--- src/rtl/servus_rst_pkg.sv ---
// Shared definitions for the core reset sequencer and the clock-monitor block:
// state encodings and the sizing rule for the qualification and hold counters.
package servus_rst_pkg;

  localparam logic [1:0] ST_WAIT_LOCK = 2'd0;
  localparam logic [1:0] ST_HOLD      = 2'd1;
  localparam logic [1:0] ST_RUN       = 2'd2;

  typedef enum logic [1:0] {
    S_WAIT_LOCK = ST_WAIT_LOCK,
    S_HOLD      = ST_HOLD,
    S_RUN       = ST_RUN
  } rst_state_e;

  // One extra bit above the largest terminal count, so the counter never wraps.
  function automatic int cnt_width(input int a, input int b);
    return $clog2((a > b) ? a : b) + 1;
  endfunction

endpackage

--- src/rtl/servus_sync_bit.sv ---
// Multi-flop synchronizer for one asynchronous level signal.
// Asynchronous active-low clear to 0.
module servus_sync_bit #(
  parameter int STAGES = 2
) (
  input  logic i_clk,
  input  logic i_rst_n,
  input  logic i_d,
  output logic o_q
);

  logic [STAGES-1:0] sync_q;

  always_ff @(posedge i_clk or negedge i_rst_n) begin
    if (!i_rst_n) sync_q <= '0;
    else          sync_q <= {sync_q[STAGES-2:0], i_d};
  end

  assign o_q = sync_q[STAGES-1];

endmodule

--- src/rtl/servus_rst_seq.sv ---
// Core reset sequencer: qualifies MMCM lock in the generated clock domain,
// holds reset for a fixed time after lock, and re-enters reset on lock loss or software request.
module servus_rst_seq
  import servus_rst_pkg::*;
#(
  parameter int SYNC_STAGES = 2,
  parameter int LOCK_STABLE = 16,
  parameter int HOLD_CYCLES = 8,
  parameter int CNT_W       = 8
) (
  input  logic             i_clk,
  input  logic             i_rst_n,
  input  logic             i_locked,
  input  logic             i_sw_rst,
  output logic             o_rst,
  output logic             o_rst_done,
  output logic [CNT_W-1:0] o_lock_loss_cnt
);

  localparam int CW = cnt_width(LOCK_STABLE, HOLD_CYCLES);
  localparam logic [CW-1:0] STABLE_LAST = CW'(LOCK_STABLE - 1);
  localparam logic [CW-1:0] HOLD_LAST   = CW'(HOLD_CYCLES - 1);
  localparam logic [CW-1:0] CW_ONE      = CW'(1);
  localparam logic [CNT_W-1:0] CNT_ONE  = CNT_W'(1);

  logic          locked_s;
  rst_state_e    state, next_state;
  logic [CW-1:0] stable_cnt;
  logic [CW-1:0] hold_cnt;

  servus_sync_bit #(.STAGES(SYNC_STAGES)) u_lock_sync (
    .i_clk   (i_clk),
    .i_rst_n (i_rst_n),
    .i_d     (i_locked),
    .o_q     (locked_s)
  );

  // Lock loss beats software reset, which beats hold expiry.
  always_comb begin
    next_state = state;
    case (state)
      S_WAIT_LOCK: if (locked_s && stable_cnt == STABLE_LAST) next_state = S_HOLD;
      S_HOLD: begin
        if (!locked_s)                    next_state = S_WAIT_LOCK;
        else if (i_sw_rst)                next_state = S_HOLD;
        else if (hold_cnt == HOLD_LAST)   next_state = S_RUN;
      end
      S_RUN: begin
        if (!locked_s)      next_state = S_WAIT_LOCK;
        else if (i_sw_rst)  next_state = S_HOLD;
      end
      default: next_state = S_WAIT_LOCK;
    endcase
  end

  always_ff @(posedge i_clk or negedge i_rst_n) begin
    if (!i_rst_n) begin
      state           <= S_WAIT_LOCK;
      stable_cnt      <= '0;
      hold_cnt        <= '0;
      o_rst           <= 1'b1;
      o_rst_done      <= 1'b0;
      o_lock_loss_cnt <= '0;
    end else begin
      state      <= next_state;
      o_rst      <= (next_state != S_RUN);
      o_rst_done <= (next_state == S_RUN) && (state != S_RUN);
      case (state)
        S_WAIT_LOCK: begin
          if (!locked_s) begin
            stable_cnt <= '0;
          end else if (next_state == S_HOLD) begin
            stable_cnt <= '0;
            hold_cnt   <= '0;
          end else begin
            stable_cnt <= stable_cnt + CW_ONE;
          end
        end
        S_HOLD: begin
          if (!locked_s)     stable_cnt <= '0;
          else if (i_sw_rst) hold_cnt   <= '0;
          else               hold_cnt   <= hold_cnt + CW_ONE;
        end
        S_RUN: begin
          // Only lock losses seen while running are counted; the count saturates.
          if (!locked_s) begin
            stable_cnt <= '0;
            if (o_lock_loss_cnt != '1) o_lock_loss_cnt <= o_lock_loss_cnt + CNT_ONE;
          end else if (i_sw_rst) begin
            hold_cnt <= '0;
          end
        end
        default: stable_cnt <= '0;
      endcase
    end
  end

endmodule

--- config.mk ---
export PLATFORM = sky130hd
export DESIGN_NAME = servus_rst_seq
export DESIGN_NICKNAME = d
export VERILOG_FILES = /design/src/rtl/servus_rst_pkg.sv /design/src/rtl/servus_sync_bit.sv /design/src/rtl/servus_rst_seq.sv
export SDC_FILE = /design/constraint.sdc
export NUM_CORES = 1
export LEC_CHECK = 0
export ABC_AREA = 1
export CAP_MARGIN = 25
export CORE_UTILIZATION = 55
export DETAILED_ROUTE_END_ITERATION = 12
export HOLD_SLACK_MARGIN = 0.1
export PLACE_DENSITY = 0.76
export SLEW_MARGIN = 20
export SYNTH_ARGS = -nofsm -noshare
export SYNTH_HDL_FRONTEND = slang
export SYNTH_HIERARCHICAL = 1
export SYNTH_SLANG_ARGS = --single-unit
--- constraint.sdc ---
create_clock -name i_clk -period 2.2 [get_ports i_clk]
set_input_delay 0.33 -clock i_clk [delete_from_list [all_inputs] [get_ports i_clk]]
set_output_delay 0.33 -clock i_clk [all_outputs]
set_load 0.03 [all_outputs]
Word-level counts from Yosys, hierarchy flattened:

Cells that the tools add are included.

* register bits after elaboration: 24
* bits of input ports: 4
* output and inout bits: 10
* word-level logic and storage cells: 51

* $add $sub $neg: 3
* eq/ne operators: 15
* muxes and demuxes: 18
* bitwise operators: 1
* reductions and logical operators: 7

Operator list (count)
* two-way mux 5 bit: 9
* one-hot mux 5 bit (3 select lines): 1
* two-way mux 2 bit: 6
* adder 5 x 1 -> 5 bit, second input constant: 2
* != test 2 bit, second input constant: 5
* one-hot mux 5 bit (2 select lines): 1
* adder 8 x 1 -> 8 bit, second input constant: 1
* != test 8 bit, second input constant: 1
* != test 2 x 1 -> 1 bit, second input constant: 3
* one-hot mux 2 bit (3 select lines): 1
* AND reduction 6 bit: 1
* equality test 5 x 3 -> 1 bit, second input constant: 1
* equality test 5 x 4 -> 1 bit, second input constant: 1
* equality test 2 x 1 -> 1 bit, second input constant: 2
* equality test 2 bit, second input constant: 2
* AND reduction 3 bit: 1
* nonzero test 3 bit: 1
* logical AND 1 bit: 2
* logical NOT 2 bit: 1
* OR reduction 2 bit: 1
* inverter 1 bit: 1

Depth between registers and ports, before layout:

* depth in word-level cells: 9
* gate-level depth with buffers: 13
* depth with buffers taken out: 13

By module:

Netlist, hierarchy kept.

Modules (own cells, without submodules)
* servus_rst_seq: instances 1, cells each 149, area each 1290.0 µm², seq. area each 551.8 µm²
* servus_sync_bit: instances 1, cells each 2, area each 50.0 µm², seq. area each 50.0 µm²

Least setup slack after synthesis:

No wires, ideal clock.

* path kind: reg2reg
* start: register o_lock_loss_cnt[0]
* end: register o_lock_loss_cnt[5]
* library setup time: 0.124 ns
* arrival: 1.439 ns
* data required time: 2.076 ns
* slack: 0.637 ns
* stages on the path, launching flop included: 9
* path buffers: 0
* period minus slack after synthesis: 1.563 ns
* cells stage by stage: dfrtp_1 > ha_1 > nand2_1 > inv_1 > nand2_2 > o21ai_4 > nor3_2 > nand3_1 > xor2_1

* word-level cells in the longest chain between the ends: 2
* elaborated cells on any way between the ends: 3
* those cells by class: add/sub (1); eq/ne (1); reduce/logical (1)

RTL lines
* from (decl): line servus_rst_seq.sv:17 `output logic [CNT_W-1:0] o_lock_loss_cnt`
* from (signal assigned): line servus_rst_seq.sv:88 `if (o_lock_loss_cnt != '1) o_lock_loss_cnt <= o_lock_loss_cnt + CNT_ONE;`
* branches (longest 2 deep; another with adder 8 x 1 -> 8 bit)

Parallel ways; which one is timed is not known.
A chain may end at the register's enable or synchronous reset.

Worst setup path after layout:

* start: register o_rst
* end: output o_rst

RTL lines
* from (decl): line servus_rst_seq.sv:15 `output logic o_rst,`
* from (signal assigned): line servus_rst_seq.sv:66 `o_rst <= (next_state != S_RUN);`

No word-level cell between the ends.

==> run metrics <==
Switch Pwr=0.3377 mW; power share of the combinational group=0.240; Sequential Power Share=0.465; area leader, netlist=dfrtp_1; wire per inst=11.87 µm; row cnt=17; Clock Path Buffers=2; nets=181; fillers=179; minimum clock period=1.848 ns; crit path max fanout=1; clock sinks=24; initial antenna violation count=0; clk_lat worst skew=0.32 ns; main flop type after synthesis=dfrtp_1; Critical Path AT=1.52 ns; kind of critical path=reg2out; slew margin rel.=0.6420; Yosys top cell area share=0.4295; Pleak=0.7471 nW; Fin. Hold Viols=0; most numerous cell in the Yosys netlist=nand2_1; top achievable clock speed=541.2 MHz; DRC viols=0; Post-synth ARST share=1.000; cts repair resizes=0; DP Worst Slack=0.4708 ns; vias in the first global route=962; Die Ht=51.36 µm; Area contributors post-synth=dfrtp_1, nand2_1, ha_1; Sum Neg Setup Slack=0 ns; clock-pin slew on the worst setup and hold paths=0.13 ns; dpl hpwl=1756 µm; Sw Share=0.3122; Peak VDD IR=0.4818 mV; buffers added on ports=13; Max-Cap Viols=0; DIE AREA=2638 µm²; Post-Syn Area=1340 µm²; Core ar.=2255 µm²; CP max-delay cell=clkdlybuf4s50_1; Ports=14; PD cells=694.4 nW/µm²; total power=1.082 mW; synthesis warning total=6; ANT nets after route=0; P&R area growth vs syn=16.25%; GR Util met2=0.3333; first-pass GRT wire length=3995 µm; EDFF count, synth=0; H-tree Lvls=1; Via Count=1007; critical-path cell list=clkdlybuf4s50_1; number of vias per cell=5.138; clk_skew=0.005427 ns; Largest delay share family, worst path=buffers and inverters; Worst setup SP type=flop; Slew Viols, Final=0; Die Span X=51.36 µm; met3 usage=0.03869; ANT cells=0; RSZ-0062 raised after global routing=false; most crowded layer after global routing=met2; GRT Resource Usage Total=0.2031; Mapped Cells=151; share of cells above drive strength 1=0.1607; sequential element share of the synthesized area=0.4491; Slew @ Worst Pin=0.5329 ns; most frequent cells after synthesis=nand2_1, dfrtp_1, nand3_1; Cell Int Power=0.7440 mW; Total Wirelength=2327 µm; clock power share=0.294; First DRT Iteration DRCs=7; Yosys reg bits=24; Worst EP required=1.87 ns; max incr delay on CP=0.66 ns; Crit path buffers/inverters=1; M1 GR Usage=0.2576; post-route setup slack=0.3521 ns; gr ovfl total=0; CTS Buf Count=3; Synth cell types=27; # setup viols final=0; run status=finished clean; initial core utilization=0.5943; Post-Syn Area per Cell=8.874 µm²; root buffer cell=clkbuf_4; Post-Syn Nets=163; Post-CTS Setup Inserts=0; Final GP Congestion=0.7422; worst hold path class=in2async; hold buffer count at CTS=0; CTS tree=yes; largest net degree at the start of global routing=25; Tcrit/Tclk final=0.8399; drt pass-1 iters=4; Crit. End Element=output pin
-- sequential cells by signal, summed over array words and instances (netlist names) --
| register | cells |
|---|---|
| o_lock_loss_cnt | 8 |
| o_rst_done | 1 |
| hold_cnt | 5 |
| state | 2 |
| o_rst | 1 |
| stable_cnt | 5 |
| u_lock_sync/sync_q | 2 |
-- power by group through the flow --
stage / registers [mW] / logic [mW] / clock network, mW
floorplan: 0.500 / 0.209 / 0
global placement: 0.508 / 0.252 / 0
detailed placement: 0.511 / 0.260 / 0
CTS: 0.502 / 0.262 / 0.329
global route: 0.506 / 0.290 / 0.345
finish: 0.503 / 0.260 / 0.318
-- kinds of logic (layout without fill, tap and decap cells) --
| kind of cell | count (synthesis) | after routing | share of synthesized area |
|---|---|---|---|
| fa+ha+maj | 8 | 8 | 0.07470 |
| simple gates | 77 | 77 | 0.2904 |
| buf+inv | 22 | 39 | 0.06443 |
| flops | 24 | 24 | 0.4491 |
| compound gates | 11 | 11 | 0.06257 |
| xor+xnor | 9 | 9 | 0.05882 |
-- cell type report --
type / instances / area, µm² / share of cell area
clock buffers: 3 / 22.52 / 0.01446
clock inverters: 1 / 30.03 / 0.01928
inverters: 21 / 78.83 / 0.05060
multi-input cells: 105 / 651.9 / 0.4185
flip-flops and latches: 24 / 601.8 / 0.3863
well taps: 28 / 35.03 / 0.02249
repair buffers: 14 / 137.6 / 0.08835
-- placed cells by master (no fill, tap or decap), drive strengths merged --
cell type	netlist	layout
nor3	3	3
nand2	38	38
dfrtp	23	23
nand3	21	21
xor2	4	4
clkbuf	0	3
a21oi	4	4
dfstp	1	1
ha	8	8
buf	1	1
o21a	1	1
or2	1	1
nand4	1	1
o21ai	6	6
inv	21	21
nand3b	2	2
clkdlybuf4s50	0	13
xnor2	5	5
nor2	11	11
bufinv	0	1
-- stage by stage --
step           utilization  hold WS [ns]  instance area [µm²]  instances
6_report            0.6909        0.3414                 1558        196
5_1_grt             0.6909        0.3824                 1558        196
4_1_cts             0.6909        0.3407                 1558        196
3_5_place_dp        0.6676        0.3505                 1505        192
3_3_place_gp        0.6676        0.3465                 1505        192
2_1_floorplan            -       0.03441                 1340        151
-- worst register-to-register path: cells and delay by family (launching register included) --
kind          cells  cell delay [ns]
flops             1             0.43
simple gates     10             0.85
fa+ha+maj         2             0.36
-- final timing paths --
check / startpoint / endpoint / slack (ns) / cells past startpoint
max: o_rst$_DFF_PN1_ / o_rst / 0.35 / 1
max reg2reg: stable_cnt[1]$_DFFE_PN0P_ / hold_cnt[0]$_DFFE_PN0P_ / 0.45 / 12
min in group i_clk: u_lock_sync/sync_q[0]$_DFF_PN0_ / u_lock_sync/sync_q[1]$_DFF_PN0_ / 0.37 / 0
max in group asynchronous: i_rst_n / o_rst$_DFF_PN1_ / 1.58 / 2
min: i_rst_n / o_lock_loss_cnt[7]$_DFFE_PN0P_ / 0.34 / 2
min reg2reg: u_lock_sync/sync_q[0]$_DFF_PN0_ / u_lock_sync/sync_q[1]$_DFF_PN0_ / 0.37 / 0
-- per-layer routing --
metal  vias up  routed length [µm]
met4         0                  42
met2        19                1055
li1        515                   -
met5         -                   0
met3         5                  78
met1       468                1150
Power figures use the tool's default switching activity.
